**src/rtl/ccx_mem_if.sv**
```systemverilog
// CCX memory bus: request fields from master, response from slave.
// One instance per requester port and one for the memory port.
interface ccx_mem_if #(
  parameter int AW = 39,
  parameter int DW = 64
);
  logic          req;
  logic          rtype;
  logic [AW-1:0] addr;
  logic          wen;
  logic [DW/8-1:0] strb;
  logic [DW-1:0] wdata;
  logic          gnt;
  logic          err;
  logic [DW-1:0] rdata;

  modport master (
    output req, rtype, addr,
    output wen, strb, wdata,
    input  gnt, err, rdata
  );

  modport slave (
    input  req, rtype, addr,
    input  wen, strb, wdata,
    output gnt, err, rdata
  );
endinterface

```
**src/rtl/ccx_mem_arbiter.sv**
```systemverilog
// Two-requester round-robin arbiter onto one CCX memory port.
// Ownership locks from req to gnt; optional response timeout.
module ccx_mem_arbiter #(
  parameter int AW      = 39,
  parameter int DW      = 64,
  parameter int TIMEOUT = 0
) (
  input  logic     g_clk,
  input  logic     g_resetn,
  ccx_mem_if.slave  r0,
  ccx_mem_if.slave  r1,
  ccx_mem_if.master m,
  output logic     owner
);

  localparam int SW = DW / 8;
  localparam logic [15:0] TO = 16'(TIMEOUT);
  localparam bit TOEN = (TIMEOUT != 0);

  typedef enum logic {
    IDLE,
    LOCKED
  } st_t;

  st_t         st;
  logic        own_q;
  logic        last_q;
  logic [15:0] tcnt;

  logic          any;
  logic          win;
  logic          sel;
  logic          oreq;
  logic          hit;
  logic          tmo;
  logic          mreq;
  logic          done;
  logic          rsp;
  logic [AW-1:0] addr;
  logic [SW-1:0] strb;
  logic [DW-1:0] wdata;
  logic [DW-1:0] rdat;

  // Winner pick, owner select and timeout detection
  always_comb begin
    any  = r0.req | r1.req;
    win  = (r0.req & r1.req) ? ~last_q : r1.req;
    sel  = own_q;
    if (!g_resetn)
      sel = 1'b0;
    else if (st == IDLE && any)
      sel = win;
    oreq = sel ? r1.req : r0.req;
    hit  = oreq & m.gnt;
    tmo  = TOEN && g_resetn &&
           st == LOCKED &&
           tcnt == TO && !hit;
    mreq = g_resetn & oreq & ~tmo;
    done = mreq & m.gnt;
    rsp  = done | tmo;
    addr  = sel ? r1.addr : r0.addr;
    strb  = sel ? r1.strb : r0.strb;
    wdata = sel ? r1.wdata : r0.wdata;
    rdat  = (g_resetn && !tmo) ?
            m.rdata : '0;
  end

  assign owner   = sel;
  assign m.req   = mreq;
  assign m.rtype = sel ? r1.rtype : r0.rtype;
  assign m.wen   = sel ? r1.wen : r0.wen;
  assign m.addr  = addr;
  assign m.strb  = strb;
  assign m.wdata = wdata;

  assign r0.gnt   = ~sel & rsp;
  assign r1.gnt   = sel & rsp;
  assign r0.err   = ~sel & g_resetn &
                    (tmo | m.err);
  assign r1.err   = sel & g_resetn &
                    (tmo | m.err);
  assign r0.rdata = sel ? '0 : rdat;
  assign r1.rdata = sel ? rdat : '0;

  // Arbitration state, lock owner and timeout counter
  always_ff @(posedge g_clk or negedge g_resetn) begin
    if (!g_resetn) begin
      st     <= IDLE;
      own_q  <= 1'b0;
      last_q <= 1'b1;
      tcnt   <= '0;
    end else begin
      unique case (st)
        IDLE: begin
          if (any) begin
            if (done) begin
              last_q <= win;
            end else begin
              own_q <= win;
              st    <= LOCKED;
              tcnt  <= 16'd1;
            end
          end
        end
        LOCKED: begin
          if (rsp) begin
            last_q <= own_q;
            st     <= IDLE;
            tcnt   <= '0;
          end else begin
            tcnt <= tcnt + 16'd1;
          end
        end
        default: st <= IDLE;
      endcase
    end
  end

endmodule

```
**src/flat_wrapper.sv**
```systemverilog
// flat-port wrapper written by rule: the top's interface ports become plain ports
module ccx_mem_arbiter_flat 
#(
  parameter int AW      = 39,
  parameter int DW      = 64,
  parameter int TIMEOUT = 0
)
  (g_clk, g_resetn, owner, r0_req, r0_rtype, r0_addr, r0_wen, r0_strb, r0_wdata, r0_gnt, r0_err, r0_rdata, r1_req, r1_rtype, r1_addr, r1_wen, r1_strb, r1_wdata, r1_gnt, r1_err, r1_rdata, m_req, m_rtype, m_addr, m_wen, m_strb, m_wdata, m_gnt, m_err, m_rdata);
  ccx_mem_if #(.AW(AW), .DW(DW)) r0_i ();
  ccx_mem_if #(.AW(AW), .DW(DW)) r1_i ();
  ccx_mem_if #(.AW(AW), .DW(DW)) m_i ();
  input  logic g_clk;
  input  logic g_resetn;
  output logic owner;
  input wire logic [$bits(r0_i.req)-1:0] r0_req;
  input wire logic [$bits(r0_i.rtype)-1:0] r0_rtype;
  input wire logic [$bits(r0_i.addr)-1:0] r0_addr;
  input wire logic [$bits(r0_i.wen)-1:0] r0_wen;
  input wire logic [$bits(r0_i.strb)-1:0] r0_strb;
  input wire logic [$bits(r0_i.wdata)-1:0] r0_wdata;
  output wire logic [$bits(r0_i.gnt)-1:0] r0_gnt;
  output wire logic [$bits(r0_i.err)-1:0] r0_err;
  output wire logic [$bits(r0_i.rdata)-1:0] r0_rdata;
  input wire logic [$bits(r1_i.req)-1:0] r1_req;
  input wire logic [$bits(r1_i.rtype)-1:0] r1_rtype;
  input wire logic [$bits(r1_i.addr)-1:0] r1_addr;
  input wire logic [$bits(r1_i.wen)-1:0] r1_wen;
  input wire logic [$bits(r1_i.strb)-1:0] r1_strb;
  input wire logic [$bits(r1_i.wdata)-1:0] r1_wdata;
  output wire logic [$bits(r1_i.gnt)-1:0] r1_gnt;
  output wire logic [$bits(r1_i.err)-1:0] r1_err;
  output wire logic [$bits(r1_i.rdata)-1:0] r1_rdata;
  output wire logic [$bits(m_i.req)-1:0] m_req;
  output wire logic [$bits(m_i.rtype)-1:0] m_rtype;
  output wire logic [$bits(m_i.addr)-1:0] m_addr;
  output wire logic [$bits(m_i.wen)-1:0] m_wen;
  output wire logic [$bits(m_i.strb)-1:0] m_strb;
  output wire logic [$bits(m_i.wdata)-1:0] m_wdata;
  input wire logic [$bits(m_i.gnt)-1:0] m_gnt;
  input wire logic [$bits(m_i.err)-1:0] m_err;
  input wire logic [$bits(m_i.rdata)-1:0] m_rdata;
  assign r0_i.req = r0_req;
  assign r0_i.rtype = r0_rtype;
  assign r0_i.addr = r0_addr;
  assign r0_i.wen = r0_wen;
  assign r0_i.strb = r0_strb;
  assign r0_i.wdata = r0_wdata;
  assign r0_gnt = r0_i.gnt;
  assign r0_err = r0_i.err;
  assign r0_rdata = r0_i.rdata;
  assign r1_i.req = r1_req;
  assign r1_i.rtype = r1_rtype;
  assign r1_i.addr = r1_addr;
  assign r1_i.wen = r1_wen;
  assign r1_i.strb = r1_strb;
  assign r1_i.wdata = r1_wdata;
  assign r1_gnt = r1_i.gnt;
  assign r1_err = r1_i.err;
  assign r1_rdata = r1_i.rdata;
  assign m_req = m_i.req;
  assign m_rtype = m_i.rtype;
  assign m_addr = m_i.addr;
  assign m_wen = m_i.wen;
  assign m_strb = m_i.strb;
  assign m_wdata = m_i.wdata;
  assign m_i.gnt = m_gnt;
  assign m_i.err = m_err;
  assign m_i.rdata = m_rdata;
  ccx_mem_arbiter #(.AW(AW), .DW(DW), .TIMEOUT(TIMEOUT)) u_core (.g_clk(g_clk), .g_resetn(g_resetn), .r0(r0_i), .r1(r1_i), .m(m_i), .owner(owner));
endmodule
```
**config.mk**
```make
export PLATFORM = sky130hd
export DESIGN_NAME = ccx_mem_arbiter_flat
export DESIGN_NICKNAME = d
export VERILOG_FILES = /design/src/rtl/ccx_mem_if.sv /design/src/rtl/ccx_mem_arbiter.sv /design/src/flat_wrapper.sv
export SDC_FILE = /design/constraint.sdc
export NUM_CORES = 1
export LEC_CHECK = 0
export CELL_PAD_IN_SITES_DETAIL_PLACEMENT = 1
export CELL_PAD_IN_SITES_GLOBAL_PLACEMENT = 1
export CORE_AREA = 2 2 212 214
export CTS_CLUSTER_DIAMETER = 40
export CTS_CLUSTER_SIZE = 40
export DETAILED_ROUTE_END_ITERATION = 16
export DIE_AREA = 0 0 214 216
export MAX_ROUTING_LAYER = met4
export PLACE_DENSITY_LB_ADDON = 0.3
export SLEW_MARGIN = 20
export SYNTH_ARGS = -nofsm -noshare
export SYNTH_HDL_FRONTEND = slang
export SYNTH_SLANG_ARGS = --single-unit
export TNS_END_PERCENT = 10
```
**constraint.sdc**
```tcl
create_clock -name g_clk -period 2.2 [get_ports g_clk]
set_input_delay 0.44 -clock g_clk [delete_from_list [all_inputs] [get_ports g_clk]]
set_output_delay 0.44 -clock g_clk [all_outputs]
set_load 0.02 [all_outputs]
```
# Word level (Yosys, flattened, before mapping)
# Cells that the tools add are included.
# totals
reg_bits,3
inputBits,296
out_inout_bits,247
wordCells,42
# classes
n_eq_ne,3
mux,19
bitwise_logic,14
n_reduce_logical,3
# op_table
operator,count
64-bit 2-to-1 mux,4
39-bit 2-to-1 mux,1
1-bit 2-to-1 mux,11
1-bit bitwise AND,9
8-bit 2-to-1 mux,1
3-bit AND reduction,2
"2-bit by 1-bit != test with 1-bit output, second input constant",2
1-bit NOT,4
1-bit one-hot mux with 2 select lines,2
"2-bit != test, second input constant",1
1-bit logical AND,1
1-bit bitwise OR,1

# Depth between registers and ports, before layout
# logic_depth
depth_word,10
ltp_mapped,8
depth_no_buf,5

# Worst setup path before layout
# No wires, ideal clock.
# synth_timing
path_kind,flip-flop to output port
start,register u_core.last_q
end,output m_addr[23]
arrival_time_ps,1735
path_slack_ps,25
stages_incl_launch_ff,8
cell_sequence,dfstp_2 nand2_1 a32oi_1 nand2b_1 buf_6 buf_12 buf_8 mux2_1
# synth_between
elab_chain_len,5
# synth_rtl
element,line,source
"start, declared",ccx_mem_arbiter.sv:27,logic last_q;
"start signal, assigned",ccx_mem_arbiter.sv:97,last_q <= win;
"start signal, assigned",ccx_mem_arbiter.sv:107,last_q <= own_q;
1-bit NOT,ccx_mem_arbiter.sv:47,win = (r0.req & r1.req) ? ~last_q : r1.req;
1-bit 2-to-1 mux,ccx_mem_arbiter.sv:47,
1-bit 2-to-1 mux,ccx_mem_arbiter.sv:51,else if (st == IDLE && any)
1-bit 2-to-1 mux,ccx_mem_arbiter.sv:49,if (!g_resetn)
39-bit 2-to-1 mux,ccx_mem_arbiter.sv:61,addr = sel ? r1.addr : r0.addr;
"end, declared",flat_wrapper.sv:35,output wire logic [$bits(m_i.addr)-1:0] m_addr;
# No other way between the ends.

# Worst setup path after layout
# layout_timing
start,register u_core.last_q
end,output m_wdata[9]
# layout_between
elab_chain_len,5
# layout_rtl
element,line,source
1-bit NOT,ccx_mem_arbiter.sv:47,
1-bit 2-to-1 mux,ccx_mem_arbiter.sv:47,
1-bit 2-to-1 mux,ccx_mem_arbiter.sv:51,
1-bit 2-to-1 mux,ccx_mem_arbiter.sv:49,
64-bit 2-to-1 mux,ccx_mem_arbiter.sv:63,wdata = sel ? r1.wdata : r0.wdata;
"end, declared",flat_wrapper.sv:38,output wire logic [$bits(m_i.wdata)-1:0] m_wdata;
# No other way between the ends.

==> impl_table.tex <==
\begin{tabular}{lr}
\hline
Metric & Value \\
\hline
\multicolumn{2}{l}{\textbf{Critical path}} \\
\quad Worst Setup Path Type & reg -> out \\
\quad Worst setup SP type & register \\
\quad Crit. End Element & primary output \\
\quad Worst-path fanout max & 8 \\
\quad Required time worst endpoint & 1.76 ns \\
\quad Endpoint arrival time on the critical path & 2.28 ns \\
\multicolumn{2}{l}{\textbf{Drt}} \\
\quad Detailed router's first-iteration violation count & 97 \\
\quad \# DRC & 0 \\
\quad Routed via count & 4,742 \\
\quad Pre-antenna DRT Iters & 4 \\
\quad Detail-routed net length per standard cell & 19.51 um \\
\quad Final ANT Viol Nets & 0 \\
\quad Routed via count divided by cell count & around 3.2 \\
\quad Total detailed-routing wirelength & 28.67 mm \\
\multicolumn{2}{l}{\textbf{Place}} \\
\quad Total instance count after detailed placement & about 1,400 \\
\quad \# port buffers & 542 \\
\quad HPWL after detailed placement & 22.23 mm \\
\quad Routability-driven placement congestion ratio & 0.8628 \\
\multicolumn{2}{l}{\textbf{Final layout}} \\
\quad Fraction of layout cells with a size suffix above 1 & 0.4580 \\
\quad Post-synthesis to final-layout area growth & 252.8\% \\
\quad Final \#Nets & 1,166 \\
\quad Final non-filler cell total & between 1,000 and 1,500 \\
\multicolumn{2}{l}{\textbf{Die}} \\
\quad Die Height & between 200 and 250 um \\
\quad Core region area & about 44,000 sq um \\
\quad Top-Level Pins & between 500 and 600 \\
\quad Initial core utilization & 0.05831 \\
\quad Overall die area & 46,220 sq um \\
\quad Die span in x & between 200 and 250 um \\
\quad Number of standard-cell rows in the floorplan & between 70 and 80 \\
\multicolumn{2}{l}{\textbf{Status}} \\
\quad Violated checks & setup timing \\
\quad Result of the run & finished with violations \\
\multicolumn{2}{l}{\textbf{STA}} \\
\quad Final sum of negative setup slack & -74.21 ns \\
\quad Number of slew-limit violations in the final report & 0 \\
\quad Ratio of final minimum period to clock period & 1.235 \\
\quad Top achievable clock speed & 0.3681 GHz \\
\quad Final worst-path setup slack & -0.5168 ns \\
\quad Final setup fails & 232 \\
\quad Worst clock skew & approximately 0.000056 ns \\
\quad Slew at the pin closest to its max-slew limit & slightly above 0.3 ns \\
\quad Max-slew headroom & 0.7958 \\
\quad Hold violation count in the final report & 0 \\
\quad Crit path time final & about 2.7 ns \\
\quad Setup repair after global routing missed its margin & yes \\
\multicolumn{2}{l}{\textbf{Clocking}} \\
\quad Total clock buffers created by CTS & 3 \\
\quad TritonCTS clock tree & built \\
\quad Total number of clock tree sinks & 3 \\
\quad Clock latency on the worst-skew pair & about 0.23 ns \\
\quad Clock Path Buffers & 2 \\
\quad CTS H-tree depth & 1 \\
\quad Number of hold buffers added after cts & 0 \\
\quad Clk pin slew, worst setup/hold paths & around 0.03 ns \\
\quad Root buffer cell & sky130\_fd\_sc\_hd\_\_clkbuf\_16 \\
\multicolumn{2}{l}{\textbf{Synthesis}} \\
\quad Fraction of the yosys area taken by sequential cells & 0.02986 \\
\quad Primary FF master, synth & sky130\_fd\_sc\_hd\_\_dfrtp\_1 \\
\quad Post-synthesis async set-or-reset flop share & 1.000 \\
\quad Flops \& latches, synth & 3 \\
\quad Proportion of netlist area held by the largest area contributor & 0.2599 \\
\quad Count of yosys warnings during synthesis & 0 \\
\quad Top post-synthesis cells by area & sky130\_fd\_sc\_hd\_\_mux2\_1, sky130\_fd\_sc\_hd\_\_mux2\_2, sky130\_fd\_sc\_hd\_\_and2\_1, sky130\_fd\_sc\_hd\_\_and3\_1, sky130\_fd\_sc\_hd\_\_buf\_12 \\
\quad Count of unique library cells instantiated by Yosys & 25 \\
\quad Top cell type by total area after synthesis & sky130\_fd\_sc\_hd\_\_mux2\_1 \\
\quad Ranking of synthesized cells by instance count & sky130\_fd\_sc\_hd\_\_and2\_1, sky130\_fd\_sc\_hd\_\_and3\_1, sky130\_fd\_sc\_hd\_\_mux2\_1, sky130\_fd\_sc\_hd\_\_mux2\_2, sky130\_fd\_sc\_hd\_\_clkbuf\_1 \\
\quad Post-Syn Area per Cell & about 8.5 sq um \\
\quad Number of synthesized flops with an enable pin & 0 \\
\quad Cell count after synthesis & 301 \\
\quad Post-synthesis instance area & approximately 2600 sq um \\
\quad Synthesized net count & 597 \\
\multicolumn{2}{l}{\textbf{Flow run}} \\
\quad Number of maximum-capacitance violations & 0 \\
\multicolumn{2}{l}{\textbf{Global route}} \\
\quad Initial antenna violation count & 10 \\
\quad All-layer global routing usage & 0.1146 \\
\quad Global-route congestion overflow total & 0 \\
\quad Pin count of the biggest net entering global routing & 67 \\
\quad Number of global-route vias before repair & roughly 5,000 \\
\quad Global-route wire length before repair & $\sim$38 mm \\
\multicolumn{2}{l}{\textbf{Power}} \\
\quad Power density of the placed cells & about 360 nW/um\^{}2 \\
\quad Maximum ir drop on the vdd rail & between 0.2 and 0.25 mV \\
\quad Switching Fraction & 0.4197 \\
\quad Standby leakage power & $\sim$0.0042 uW \\
\quad Flop pwr share & 0.024 \\
\quad Internal power summed over all cells & between 1500 and 2000 uW \\
\quad Sw power & between 1000 and 1500 uW \\
\quad Clk pwr share & 0.090 \\
\quad Portion of total power attributed to combinational logic & 0.887 \\
\multicolumn{2}{l}{\textbf{Worst hold path}} \\
\quad Hold Crit Class & in -> async \\
\hline
\end{tabular}
-- routing by layer --
| metal | GRT usage | up-vias | share of wire |
|---|---|---|---|
| li1 | - | 2219 | - |
| met1 | 0.1205 | 2215 | 0.37 |
| met2 | 0.2095 | 287 | 0.53 |
| met3 | 0.02960 | 21 | 0.073 |
| met4 | 0.03450 | 0 | 0.026 |
| met5 | - | - | 0 |
-- metrics by stage --
step	worst slack (ns)	hold WS, ns	cell area, sq um	utilization	power (uW)
2_1_floorplan	0.02541	0.1444	2556	-	1212
3_3_place_gp	-1.209	0.5556	8680	0.1980	2690
3_5_place_dp	-1.197	0.5616	8680	0.1980	2685
4_1_cts	-0.7972	0.5379	8642	0.1971	3049
5_1_grt	-0.6099	0.4913	9017	0.2057	3425
6_report	-0.5168	0.4418	9017	0.2057	3254
-- final timing paths --
kind                                      startpoint                   endpoint  slack, ns  cells after the start
min in group g_clk               u_core.st$_DFF_PN0_        u_core.st$_DFF_PN0_       0.57                      1
max                        u_core.last_q$_DFFE_PN1P_                 m_wdata[9]      -0.52                      9
max in group asynchronous                   g_resetn  u_core.last_q$_DFFE_PN1P_       1.48                      3
min                                         g_resetn        u_core.st$_DFF_PN0_       0.44                      3
max reg2reg                u_core.last_q$_DFFE_PN1P_  u_core.last_q$_DFFE_PN1P_       0.24                      8
min reg2reg                      u_core.st$_DFF_PN0_        u_core.st$_DFF_PN0_       0.57                      1
-- critical path: stages (launching register included) --
cell and delay [ns]:
sky130_fd_sc_hd__dfstp_2 0.52, sky130_fd_sc_hd__nand2_2 0.07, sky130_fd_sc_hd__a32oi_4 0.28, sky130_fd_sc_hd__nand2b_4 0.21, sky130_fd_sc_hd__buf_12 0.14, sky130_fd_sc_hd__buf_6 0.12, sky130_fd_sc_hd__buf_16 0.12, sky130_fd_sc_hd__buf_4 0.11
sky130_fd_sc_hd__mux2_4 0.32, sky130_fd_sc_hd__buf_6 0.14
-- logic make-up (layout without fill, tap and decap cells) --
family / after synthesis / in the layout / share of synthesized area
other: 0 / 9 / 0
multiplexers: 114 / 114 / 0.5022
flip-flops: 3 / 3 / 0.02986
AND/OR/NAND/NOR: 141 / 142 / 0.3392
AO/OA/AOI/OAI: 6 / 6 / 0.01517
buffers and inverters: 37 / 604 / 0.1136
-- final cells by class --
class | instances | area, sq um
Fill cell | 5149 | 34820
Inverter | 3 | 18.77
Antenna cell | 9 | 22.52
Clock buffer | 4 | 78.83
Sequential cell | 3 | 76.32
Timing Repair Buffer | 597 | 5640
Tap cell | 592 | 740.7
Multi-Input combinational cell | 262 | 2440
-- layout by cell type, fill, tap and decap left out, drive strengths merged --
cell           instances
and2                  65
mux2                 114
o31a                   1
clkdlybuf4s15          9
a21oi                  2
nand2b                 3
buf                  283
dlymetal6s2s           1
a32oi                  1
clkdlybuf4s50        292
nor2                   3
dfrtp                  2
nor3                   1
diode                  9
a31oi                  1
clkbuf                15
o21ai                  1
dlygate4sd2            1
dfstp                  1
inv                    3
nor3b                  1
or3                    1
nand2                  3
and3                  65
-- repair_timing --
item,in CTS,in global routing
setup buffers,19,6
resized for setup,728,449
setup endpoints to repair,247,247
pin swaps,2,5
endpoints found under the hold margin,0,0
cloned,7,4
-- power groups by stage --
stage                     combinational [uW]  sequential (uW)  clock (uW)
after CTS                               2680             77.1         296
after detailed placement                2610             76.3           0
after global placement                  2610             76.4           0
after floorplan                         1140             73.9           0
final                                   2890             76.9         291
after global routing                    3040             79.2         305
-- registers in the layout (all words and copies together), names as in the netlist --
signal         cells
u_core.last_q      1
u_core.own_q       1
u_core.st          1
No activity file was read; power rests on OpenSTA's default activity.
